<file path="config.mk">
export PLATFORM = sky130hd
export DESIGN_NAME = spi_cmd_master
export DESIGN_NICKNAME = d
export VERILOG_FILES = /design/src/rtl/spi_cmd_master.sv
export SDC_FILE = /design/constraint.sdc
export NUM_CORES = 1
export LEC_CHECK = 0
export BUFFER_PORTS_ARGS = -buffer_cell sky130_fd_sc_hd__buf_2
export CELL_PAD_IN_SITES_DETAIL_PLACEMENT = 0
export CELL_PAD_IN_SITES_GLOBAL_PLACEMENT = 1
export CORE_AREA = 2 2 55 78
export CTS_CLUSTER_SIZE = 24
export DETAILED_ROUTE_END_ITERATION = 8
export DIE_AREA = 0 0 57 80
export PLACE_DENSITY_LB_ADDON = 0.1
export SETUP_SLACK_MARGIN = 0.15
export SLEW_MARGIN = 20
export SYNTH_ARGS = -nofsm -noshare
export SYNTH_HDL_FRONTEND = slang
export SYNTH_SLANG_ARGS = --single-unit
</file>
<file path="constraint.sdc">
create_clock -name clk -period 1.9 [get_ports clk]
set_input_delay 0.475 -clock clk [delete_from_list [all_inputs] [get_ports clk]]
set_output_delay 0.475 -clock clk [all_outputs]
set_load 0.02 [all_outputs]
</file>
<file path="src/rtl/spi_cmd_master.sv">
// SPI command master: serialises {data, op} frames LSB-first on MOSI and deserialises read bytes from MISO.
// Optional macro SPI_CMD_MASTER_AUTO_READ_EN chains an internal read-data frame after each read-address frame.
module spi_cmd_master #(
   parameter int ADDR_SIZE  = 8,
   parameter int RD_LATENCY = 2,
   parameter int IDLE_GAP   = 2
) (
   input  logic                 clk,
   input  logic                 reset_n,
   input  logic                 cmd_valid,
   output logic                 cmd_ready,
   input  logic [1:0]           cmd_op,
   input  logic [ADDR_SIZE-1:0] cmd_data,
   output logic                 rsp_valid,
   output logic [ADDR_SIZE-1:0] rsp_data,
   output logic                 busy,
   output logic                 ss_n,
   output logic                 MOSI,
   input  logic                 MISO
);
   localparam int FRAME_W = ADDR_SIZE + 2;
   localparam int CNT_M0  = (FRAME_W > RD_LATENCY) ? FRAME_W : RD_LATENCY;
   localparam int CNT_MAX = (CNT_M0 > IDLE_GAP) ? CNT_M0 : IDLE_GAP;
   localparam int CNT_W   = $clog2(CNT_MAX + 1);

   typedef enum logic [2:0] {
      ST_IDLE,
      ST_SHIFT,
      ST_TURN,
      ST_RECV,
      ST_GAP
   } state_t;

   state_t               r_state, w_state_next;
   logic [CNT_W-1:0]     r_cnt, w_cnt_next;
   logic [FRAME_W-1:0]   r_frame, w_frame_next;
   logic [ADDR_SIZE-1:0] r_rx, w_rx_next;
   logic                 r_rsp_valid, w_rsp_valid_next;
   logic [ADDR_SIZE-1:0] r_rsp_data, w_rsp_data_next;
`ifdef SPI_CMD_MASTER_AUTO_READ_EN
   logic                 r_auto, w_auto_next;
`endif

   always_ff @(posedge clk or negedge reset_n) begin
      if (!reset_n) begin
         r_state     <= ST_IDLE;
         r_cnt       <= '0;
         r_frame     <= '0;
         r_rx        <= '0;
         r_rsp_valid <= 1'b0;
         r_rsp_data  <= '0;
`ifdef SPI_CMD_MASTER_AUTO_READ_EN
         r_auto      <= 1'b0;
`endif
      end else begin
         r_state     <= w_state_next;
         r_cnt       <= w_cnt_next;
         r_frame     <= w_frame_next;
         r_rx        <= w_rx_next;
         r_rsp_valid <= w_rsp_valid_next;
         r_rsp_data  <= w_rsp_data_next;
`ifdef SPI_CMD_MASTER_AUTO_READ_EN
         r_auto      <= w_auto_next;
`endif
      end
   end

   always_comb begin
      w_state_next     = r_state;
      w_cnt_next       = r_cnt;
      w_frame_next     = r_frame;
      w_rx_next        = r_rx;
      w_rsp_valid_next = 1'b0;
      w_rsp_data_next  = r_rsp_data;
`ifdef SPI_CMD_MASTER_AUTO_READ_EN
      w_auto_next      = r_auto;
`endif
      cmd_ready        = 1'b0;
      busy             = 1'b1;
      ss_n             = 1'b1;
      MOSI             = 1'b0;
      case (r_state)
         ST_IDLE: begin
            cmd_ready = 1'b1;
            busy      = 1'b0;
            if (cmd_valid) begin
               w_frame_next = {cmd_data, cmd_op};
               w_cnt_next   = '0;
               w_state_next = ST_SHIFT;
`ifdef SPI_CMD_MASTER_AUTO_READ_EN
               w_auto_next  = (cmd_op == 2'b10);
`endif
            end
         end
         ST_SHIFT: begin
            ss_n = 1'b0;
            MOSI = r_frame[r_cnt];
            if (r_cnt == CNT_W'(FRAME_W - 1)) begin
               w_cnt_next = '0;
               if (r_frame[1:0] == 2'b11)
                  w_state_next = (RD_LATENCY == 0) ? ST_RECV : ST_TURN;
               else
                  w_state_next = ST_GAP;
            end else begin
               w_cnt_next = r_cnt + 1'b1;
            end
         end
         ST_TURN: begin
            ss_n = 1'b0;
            if (r_cnt == CNT_W'(RD_LATENCY - 1)) begin
               w_cnt_next   = '0;
               w_state_next = ST_RECV;
            end else begin
               w_cnt_next = r_cnt + 1'b1;
            end
         end
         ST_RECV: begin
            ss_n      = 1'b0;
            w_rx_next = {MISO, r_rx[ADDR_SIZE-1:1]};
            // The last sample goes straight into the response so it is valid in the first GAP cycle
            if (r_cnt == CNT_W'(ADDR_SIZE - 1)) begin
               w_cnt_next       = '0;
               w_state_next     = ST_GAP;
               w_rsp_valid_next = 1'b1;
               w_rsp_data_next  = w_rx_next;
            end else begin
               w_cnt_next = r_cnt + 1'b1;
            end
         end
         ST_GAP: begin
            if (r_cnt == CNT_W'(IDLE_GAP - 1)) begin
               w_cnt_next   = '0;
               w_state_next = ST_IDLE;
`ifdef SPI_CMD_MASTER_AUTO_READ_EN
               if (r_auto) begin
                  w_auto_next  = 1'b0;
                  w_frame_next = {{ADDR_SIZE{1'b0}}, 2'b11};
                  w_state_next = ST_SHIFT;
               end
`endif
            end else begin
               w_cnt_next = r_cnt + 1'b1;
            end
         end
         default: w_state_next = ST_IDLE;
      endcase
   end

   assign rsp_valid = r_rsp_valid;
   assign rsp_data  = r_rsp_data;

endmodule

</file>
=== After elaboration in Yosys (flattened, before gate mapping) ===
Cells that the tools add are included.

* Register bits after elaboration: 34
* Input bits: 14
* Output and inout port bits: 13
* Word-level logic and storage cells: 49

* $add $sub $neg: 1
* Magnitude comparators: 1
* Equality and inequality tests: 13
* Mux-type cells: 20
* Reduce and logical (&&, ||, !) cells: 8

{| class="wikitable"
|+ Operator list
! operator !! count
|-
| two-way mux 3 bit || 6
|-
| two-way mux 4 bit || 4
|-
| case mux 4 bit (4 select lines) || 1
|-
| case mux 3 bit (5 select lines) || 1
|-
| inequality test 2 bit, second input constant || 5
|-
| two-way mux 1 bit || 7
|-
| == test 3 x 2 -> 1 bit, second input constant || 2
|-
| AND reduction 2 bit || 3
|-
| less-than comparator 4 x 5 -> 1 bit, second input constant || 1
|-
| AND reduction 5 bit || 1
|-
| adder 4 x 1 -> 4 bit, second input constant || 1
|-
| binary-select mux 1 bit (select 4 bit) || 1
|-
| == test 4 x 1 -> 1 bit, second input constant || 1
|-
| == test 4 x 3 -> 1 bit, second input constant || 1
|-
| == test 4 bit, second input constant || 1
|-
| nonzero test 4 bit || 1
|-
| == test 3 x 1 -> 1 bit, second input constant || 1
|-
| == test 3 bit, second input constant || 1
|-
| logical NOT 3 bit || 1
|-
| OR reduction 3 bit || 1
|-
| == test 2 bit, second input constant || 1
|-
| OR reduction 2 bit || 1
|}

=== Depth between registers and ports, before layout ===
Gate-level depths: netlist (run 1).

* Word-level depth: 4
* Depth in mapped cells: 6
* Gate-level depth less buffers: 6

=== Worst setup path before layout (run 1) ===
Ideal clock, no wire load.

* Kind: reg-to-output
* Start point: register r_cnt[0]
* End point: output port MOSI
* Data arrival time: 1455 ps
* Required time: 1425 ps
* Slack: -30 ps
* Cell stages (with the launch flop): 4
* Path buffers: 0
* Cells stage by stage: dfrtp_1 mux4_1 a21oi_1 a2111oi_2

* Cells in the longest elaborated chain, start to end: 3

{| class="wikitable"
|+ RTL lines
! element !! line !! text
|-
| start: declaration || 35 || <nowiki>logic [CNT_W-1:0] r_cnt, w_cnt_next;</nowiki>
|-
| start signal: assignment || 57 || <nowiki>r_cnt <= w_cnt_next;</nowiki>
|-
| binary-select mux 1 bit (select 4 bit) || 97 || <nowiki>MOSI = r_frame[r_cnt];</nowiki>
|-
| two-way mux 1 bit (not written as such) || 97 ||
|-
| two-way mux 1 bit || 82 || <nowiki>case (r_state)</nowiki>
|-
| end: declaration || 18 || <nowiki>output logic MOSI,</nowiki>
|}

No other way between the ends. The select of a mux whose other input is x is not followed.

=== Worst setup path in the final report (run 1) ===
Ends and elaborated chain as after synthesis.

==> key figures, run 1 <==
Status
  • Run status: complete, but fails checks
  • Violations in the final reports: negative setup slack

Floorplan
  • Std-Cell Rows: 27
  • Horizontal die dimension: 57 um
  • Area of the die: 0.00456 mm^2
  • Die extent in y: 80 um
  • Starting Density: 0.424
  • I/O pin count: 27
  • Core area: 0.00385 mm^2

Synth
  • Sequential-to-total area share from yosys stat: 0.506
  • Synthesized-area fraction occupied by ao, oa, aoi and oai cells: 0.0851
  • Post-synthesis cell type with the largest combined area: sky130_fd_sc_hd__dfrtp_1
  • Flops & latches, synth: 33
  • Combined area of all synthesized cells: 0.00163 mm^2
  • XOR/XNOR share of the synthesized area: 0
  • Mean post-synth cell area: 13.1 um^2
  • Fraction of post-synthesis cell area in the top cell type by area: 0.506
  • Cell types occupying the most area after synthesis: sky130_fd_sc_hd__dfrtp_1 (51%), sky130_fd_sc_hd__mux2_2 (12%), sky130_fd_sc_hd__mux2_4 (7.4%)
  • Syn Nets: 141
  • Cells after Synth: 125
  • Adder-Cell Fraction of Synth Area: 0.0153
  • Post-synthesis mux area share: 0.230
  • Simple-Gate Fraction of Synth Area: 0.125
  • Dominant combinational cell family by area after synthesis: multiplexers
  • Cell variety after synth: 40
  • Count of yosys warnings during synthesis: 0

Flow run
  • Reported max-cap violation count: 0

Global routing
  • Total routing usage reported by global routing: 0.157
  • First-pass GRT wire length: 5.33 mm
  • Via count of the first global-routing pass: 1,133
  • Maximum number of pins on one net before global-route repair: 34
  • Remaining global-route overflow: 0
  • Number of antenna violations at the first check in global routing: 0

Power and ir drop
  • Worst ir drop on vdd: 1.02 mV
  • Leakage: 0.970 nW
  • Ratio of total power to cell area: 1520 mW/mm^2

Final layout
  • Filler instances: 372
  • Net count of the finished layout: 182
  • Final design utilization: 0.545
  • Register area: 831 um^2
  • Combined area of the multi-input logic cells: 818 um^2
  • Synth-to-Final Area Change: 28.6%
  • Share of final-layout standard cells stronger than drive strength 1: 0.593
  • Most common cell after layout, fill and taps aside: sky130_fd_sc_hd__dfrtp_1
  • Most used cells in the layout excluding fill and tap cells: sky130_fd_sc_hd__dfrtp_1 (29), sky130_fd_sc_hd__buf_2 (23), sky130_fd_sc_hd__mux2_2 (18)
  • Number of inserted diodes: 0

Timing
  • Clock Skews: 7.87 ps
  • Setup tns final: -223 ps
  • Post-route fraction of the period consumed by the critical path: 1.12
  • Measured slew at the worst slew-check pin: 423 ps
  • Clock period minus worst slack: 2120 ps
  • Number of setup violations in the final report: 1
  • Setup repair after global routing missed its margin: true
  • Worst rel slew slack: 0.718
  • Maximum operating frequency: 471 MHz
  • Worst Slack Setup Final: -223 ps
  • Final count of hold timing violations: 0
  • Final Max Slew Viols: 0

Route
  • DRC marker count from the first detailed-route iteration: 12
  • Avg Vias per Cell: 5.30
  • Average detailed-routed wire length per instance: 15.2 um
  • Total detailed-routing wirelength: 3.19 mm
  • Total via count in the routed design: 1,112
  • Number of detailed-routing iterations run before antenna repair: 4
  • # DRC: 0
  • Detail Route Antenna Nets: 0

Clock tree
  • Clock transition time at the flip-flop clock pins of the worst setup and hold paths: 70 ps
  • Clock Sinks: 33
  • Clock buffer depth: 2
  • Clock buffers created by TritonCTS: 5
  • CTS tree: built
  • # H-tree levels: 2
  • Clock tree root buffer cell: sky130_fd_sc_hd__clkbuf_8
  • Clk_lat worst skew: 290 ps

Setup path
  • Crit path kind: reg -> out
  • Category of the worst setup path capture point: output pin
  • Type of origin of the critical path: flop
  • Worst endpoint required time: 1420 ps
  • Worst-path maximum fanout: 6
  • Signal arrival time at the worst endpoint: 1650 ps

Place
  • Last weighted congestion value of the routability-driven placer: 0.791
  • I/O Buffers: 26
  • Post-DP HPWL: 2.21 mm
  • Dpl ws: 51.9 ps

Hold path
  • Class of the most critical hold timing path: in -> async
==> final timing paths <==
kind	from	end	slack [ps]	cells past startpoint
max	r_cnt[0]	MOSI	-220	5
max reg2reg	r_cnt[0]	rsp_data[2]	180	6
min reg2reg	r_frame[9]	r_frame[9]	500	1
max in group asynchronous	reset_n	r_cnt[0]	1370	2
min in group clk	cmd_op[0]	r_frame[0]	410	2
min	reset_n	rsp_data[0]	200	2
==> per-stage QoR <==
| step | instance area (um^2) | std cells | total power, W | hold slack, ps |
|---|---|---|---|---|
| global placement | 1900 | 199 | 0.00239 | 485 |
| detailed placement | 1900 | 199 | 0.00241 | 491 |
| finish | 2100 | 210 | 0.00318 | 197 |
| floorplan | 1650 | 125 | 0.00205 | 179 |
| CTS | 2010 | 208 | 0.00305 | 213 |
| global route | 2100 | 210 | 0.00339 | 240 |
==> cell type report <==
type | count | area share
flip-flops and latches | 33 | 0.396
multi-input cells | 81 | 0.390
repair buffers | 40 | 0.133
clock buffers | 6 | 0.0393
well taps | 43 | 0.0256
inverters | 5 | 0.0101
clock inverters | 2 | 0.00656
==> state kept, by name (all words and copies together), names as in the netlist <==
register,cells
r_rx,7
rsp_valid,1
r_cnt,4
rsp_data,8
r_frame,10
r_state,3
==> what timing repair did <==
item / in CTS / in global routing
pin swaps: 1 / 5
hold buffers: 0 / 0
setup buffers: 1 / 2
resized for setup: 6 / 21
setup endpoints to repair: 7 / 15
cloned: 0 / 0
==> cells in the mapped netlist (all sizes together) <==
master   count
dfrtp       33
mux2        26
nand2        7
nor2         7
buf          5
inv          5
o21ai        5
a31oi        3
nand3        3
a211oi       2
and2         2
ha           2
mux4         2
nand3b       2
nor2b        2
nor3         2
a2111oi      1
a21boi       1
a21oi        1
a22o         1
a22oi        1
and3         1
and3b        1
clkbuf       1
nand2b       1
nand4b       1
nor4         1
o2111ai      1
o21a         1
o221a        1
or2          1
or3b         1
or4b         1
==> layer usage <==
layer	part of all wire	track usage	vias to the layer above
met4	0.027	0.0884	0
met5	0	0	-
li1	-	-	535
met3	0.035	0.0438	7
met2	0.51	0.248	24
met1	0.43	0.190	546
==> critical path: stages, from the launching register on <==
cell	delay [ps]
sky130_fd_sc_hd__dfrtp_2	430
sky130_fd_sc_hd__buf_6	140
sky130_fd_sc_hd__mux4_2	230
sky130_fd_sc_hd__nand2_2	70
sky130_fd_sc_hd__a2111oi_4	290
sky130_fd_sc_hd__buf_4	200
==> kinds of logic after synthesis <==
group / count (synthesis)
buffers and inverters: 11
AO/OA/AOI/OAI: 18
AND/OR/NAND/NOR: 33
multiplexers: 28
adder cells (fa/ha/maj): 2
flip-flops: 33
==> power by group <==
part / switching, W / internal [W] / leakage, nW
clock network: 0.000272 / 0.000293 / 0.0512
logic: 0.000672 / 0.000782 / 0.498
registers: 0.000211 / 0.000953 / 0.421
total: 0.00115 / 0.00203 / 0.970
No activity file was read; power rests on OpenSTA's default activity.
==> run 2: changes to the inputs <==
Settings changed: HOLD_SLACK_MARGIN set to 0.06, SETUP_SLACK_MARGIN 0.15 to 0.05.
Clock period 1.9 ns to 2.2 ns, I/O delays scaled along.
==> run 2 against run 1 <==
- combinational power fell by 23%
- largest cell class unchanged
- wire length fell by 1.5%
- power fell by 15%
- critical path type unchanged
- first-iteration DRC count rose by 100%
- the run now ends clean
- global-route usage fell by 0.58 points
- critical endpoint unchanged
==> key figures, run 2 (synthesized netlist as in run 1, its figures left out) <==
Global routing
  • Via count of the first global-routing pass: 1,068 (was 1,133)
  • First-pass GRT wire length: 5.29 mm (was 5.33 mm)
  • Remaining global-route overflow: 0 (unchanged)
  • Total routing usage reported by global routing: 0.151 (was 0.157)
  • Maximum number of pins on one net before global-route repair: 34 (unchanged)
  • Number of antenna violations at the first check in global routing: 0 (unchanged)

Timing
  • Number of setup violations in the final report: 0 (was 1)
  • Measured slew at the worst slew-check pin: 736 ps (was 423 ps)
  • Clock period minus worst slack: 2170 ps
  • Post-route fraction of the period consumed by the critical path: 0.987
  • Final Max Slew Viols: 0 (unchanged)
  • Worst rel slew slack: 0.509 (was 0.718)
  • Setup repair after global routing missed its margin: true (unchanged)
  • Final count of hold timing violations: 0 (unchanged)
  • Maximum operating frequency: 461 MHz
  • Clock Skews: 7.36 ps (was 7.87 ps)

Place
  • I/O Buffers: 26 (unchanged)
  • Post-DP HPWL: 2.19 mm (was 2.21 mm)
  • Last weighted congestion value of the routability-driven placer: 0.838 (was 0.791)
  • Total placed cells including tap cells: 193 (was 199)

Clock tree
  • Clock buffer depth: 2 (unchanged)
  • Clk_lat worst skew: 280 ps (was 290 ps)
  • # H-tree levels: 2 (unchanged)
  • Clock transition time at the flip-flop clock pins of the worst setup and hold paths: 70 ps (about the same)
  • Clock buffers created by TritonCTS: 5 (unchanged)
  • CTS tree: built (unchanged)
  • Clock tree root buffer cell: sky130_fd_sc_hd__clkbuf_8 (unchanged)
  • Clock Sinks: 33 (unchanged)

Power and ir drop
  • Worst ir drop on vdd: 0.738 mV (was 1.02 mV)
  • Leakage: 0.944 nW (was 0.970 nW)
  • Final Power: 0.00272 W (was 0.00318 W)
  • Ratio of total power to cell area: 1370 mW/mm^2 (was 1520 mW/mm^2)

Route
  • Average detailed-routed wire length per instance: 15.4 um (was 15.2 um)
  • Number of detailed-routing iterations run before antenna repair: 5 (was 4)
  • # DRC: 0 (unchanged)
  • Total via count in the routed design: 1,076 (was 1,112)
  • Total detailed-routing wirelength: 3.14 mm (was 3.19 mm)
  • DRC marker count from the first detailed-route iteration: 24 (was 12)
  • Avg Vias per Cell: 5.27 (was 5.30)
  • Detail Route Antenna Nets: 0 (unchanged)

Floorplan
  • Starting Density: 0.424 (unchanged)
  • I/O pin count: 27 (unchanged)
  • Area of the die: 0.00456 mm^2 (unchanged)
  • Std-Cell Rows: 27 (unchanged)
  • Core area: 0.00385 mm^2 (unchanged)
  • Horizontal die dimension: 57 um (unchanged)
  • Die extent in y: 80 um (unchanged)

Setup path
  • R2R depth: 6 (unchanged)
  • Type of origin of the critical path: flop (unchanged)
  • Crit path kind: reg -> out (unchanged)
  • Critical Path Stages: 4 (was 5)
  • Highest-delay cell along the critical path: sky130_fd_sc_hd__mux4_2 (was sky130_fd_sc_hd__dfrtp_2)
  • WP buf/inv: 1 (was 2)
  • Slowest Stage Delay on Critical Path: 550 ps (was 430 ps)
  • Category of the worst setup path capture point: output pin (unchanged)
  • Cell breakdown of the critical path: mux4_2, a21oi_4, a2111oi_4, buf_4 (was buf_6, mux4_2, nand2_2, a2111oi_4, buf_4)
  • Worst-path maximum fanout: 3 (was 6)
  • Dominant delay contributor by cell family on the critical path: multiplexers (was flip-flops)
  • Signal arrival time at the worst endpoint: 1620 ps (was 1650 ps)
  • Worst endpoint required time: 1650 ps (was 1420 ps)

Hold path
  • Class of the most critical hold timing path: in -> async (unchanged)

Final layout
  • Most common cell after layout, fill and taps aside: sky130_fd_sc_hd__dfrtp_1 (unchanged)
  • Share of final-layout standard cells stronger than drive strength 1: 0.497 (was 0.593)
  • Most used cells in the layout excluding fill and tap cells: sky130_fd_sc_hd__dfrtp_1 (32), sky130_fd_sc_hd__buf_2 (25), sky130_fd_sc_hd__mux2_2 (17) (was sky130_fd_sc_hd__dfrtp_1 (29), sky130_fd_sc_hd__buf_2 (23), sky130_fd_sc_hd__mux2_2 (18))
  • Flip-flop count of the largest register after layout: 10 (unchanged)
  • Filler instances: 354 (was 372)
  • Synth-to-Final Area Change: 21.5% (was 28.6%)
  • Non-Filler Instances: 204 (was 210)
  • Number of inserted diodes: 0 (unchanged)
  • Net count of the finished layout: 176 (was 182)
  • Largest Register: r_frame (unchanged)

Flow run
  • Reported max-cap violation count: 0 (unchanged)

Status
  • Run status: finished clean (was complete, but fails checks)
==> run 2: timing repair <==
action                                  CTS  global route
hold buffers                              0             0
gates resized for setup                  10             1
endpoints found under the setup margin    1             1
pin swaps                                 2             0
buffers inserted                          3             0
==> run 2: worst register-to-register path, delay by kind of cell, from the launching register on <==
kind | cells | cell delay [ps]
adder cells (fa/ha/maj) | 1 | 210
buffers and inverters | 2 | 240
flip-flops | 1 | 420
multiplexers | 1 | 340
AND/OR/NAND/NOR | 2 | 630
==> run 2: final cells by class <==
| cell class | instances | area [um^2] | share of cell area |
|---|---|---|---|
| Sequential cell | 33 | 827 | 0.417 |
| Timing Repair Buffer | 34 | 196 | 0.0990 |
| Tap cell | 43 | 53.8 | 0.0271 |
| Multi-Input combinational cell | 81 | 772 | 0.389 |
| Inverter | 5 | 18.8 | 0.00946 |
| Clock inverter | 1 | 30.0 | 0.0151 |
| Clock buffer | 7 | 86.3 | 0.0435 |
==> run 2: path summary, 6_finish.rpt <==
kind | start | end | slack [ps]
worst max-delay path | r_cnt[0] | MOSI | 30
max in group asynchronous | reset_n | r_cnt[3] | 1360
worst max register to register | r_cnt[0] | rsp_data[6] | 240
min in group clk | cmd_data[3] | r_frame[5] | 490
worst min register to register | rsp_data[5] | rsp_data[5] | 510
worst min-delay path | reset_n | rsp_data[0] | 320
==> run 2: metrics by stage <==
step           instance area, um^2  utilization  setup slack (ps)  hold WS, ps  setup TNS [ps]
2_1_floorplan                 1630            -               195          254               0
3_3_place_gp                  1810        0.470               281          485               0
3_5_place_dp                  1810        0.470               252          488               0
4_1_cts                       1980        0.513              13.5          352               0
5_1_grt                       1980        0.515             -45.0          372           -45.0
6_report                      1980        0.515              28.6          321               0
==> run 2: layer usage <==
| layer | vias to the layer above | wire (um) | global-route usage |
|---|---|---|---|
| li1 | 521 | - | - |
| met1 | 534 | 1430 | 0.201 |
| met2 | 19 | 1580 | 0.230 |
| met3 | 2 | 104 | 0.0405 |
| met4 | 0 | 25 | 0.0628 |
| met5 | - | 0 | 0 |
==> run 2: report_power, final <==
| group | switching, W | internal [W] |
|---|---|---|
| Clock | 0.000228 | 0.000369 |
| Sequential | 0.000184 | 0.000818 |
| Combinational | 0.000527 | 0.000594 |
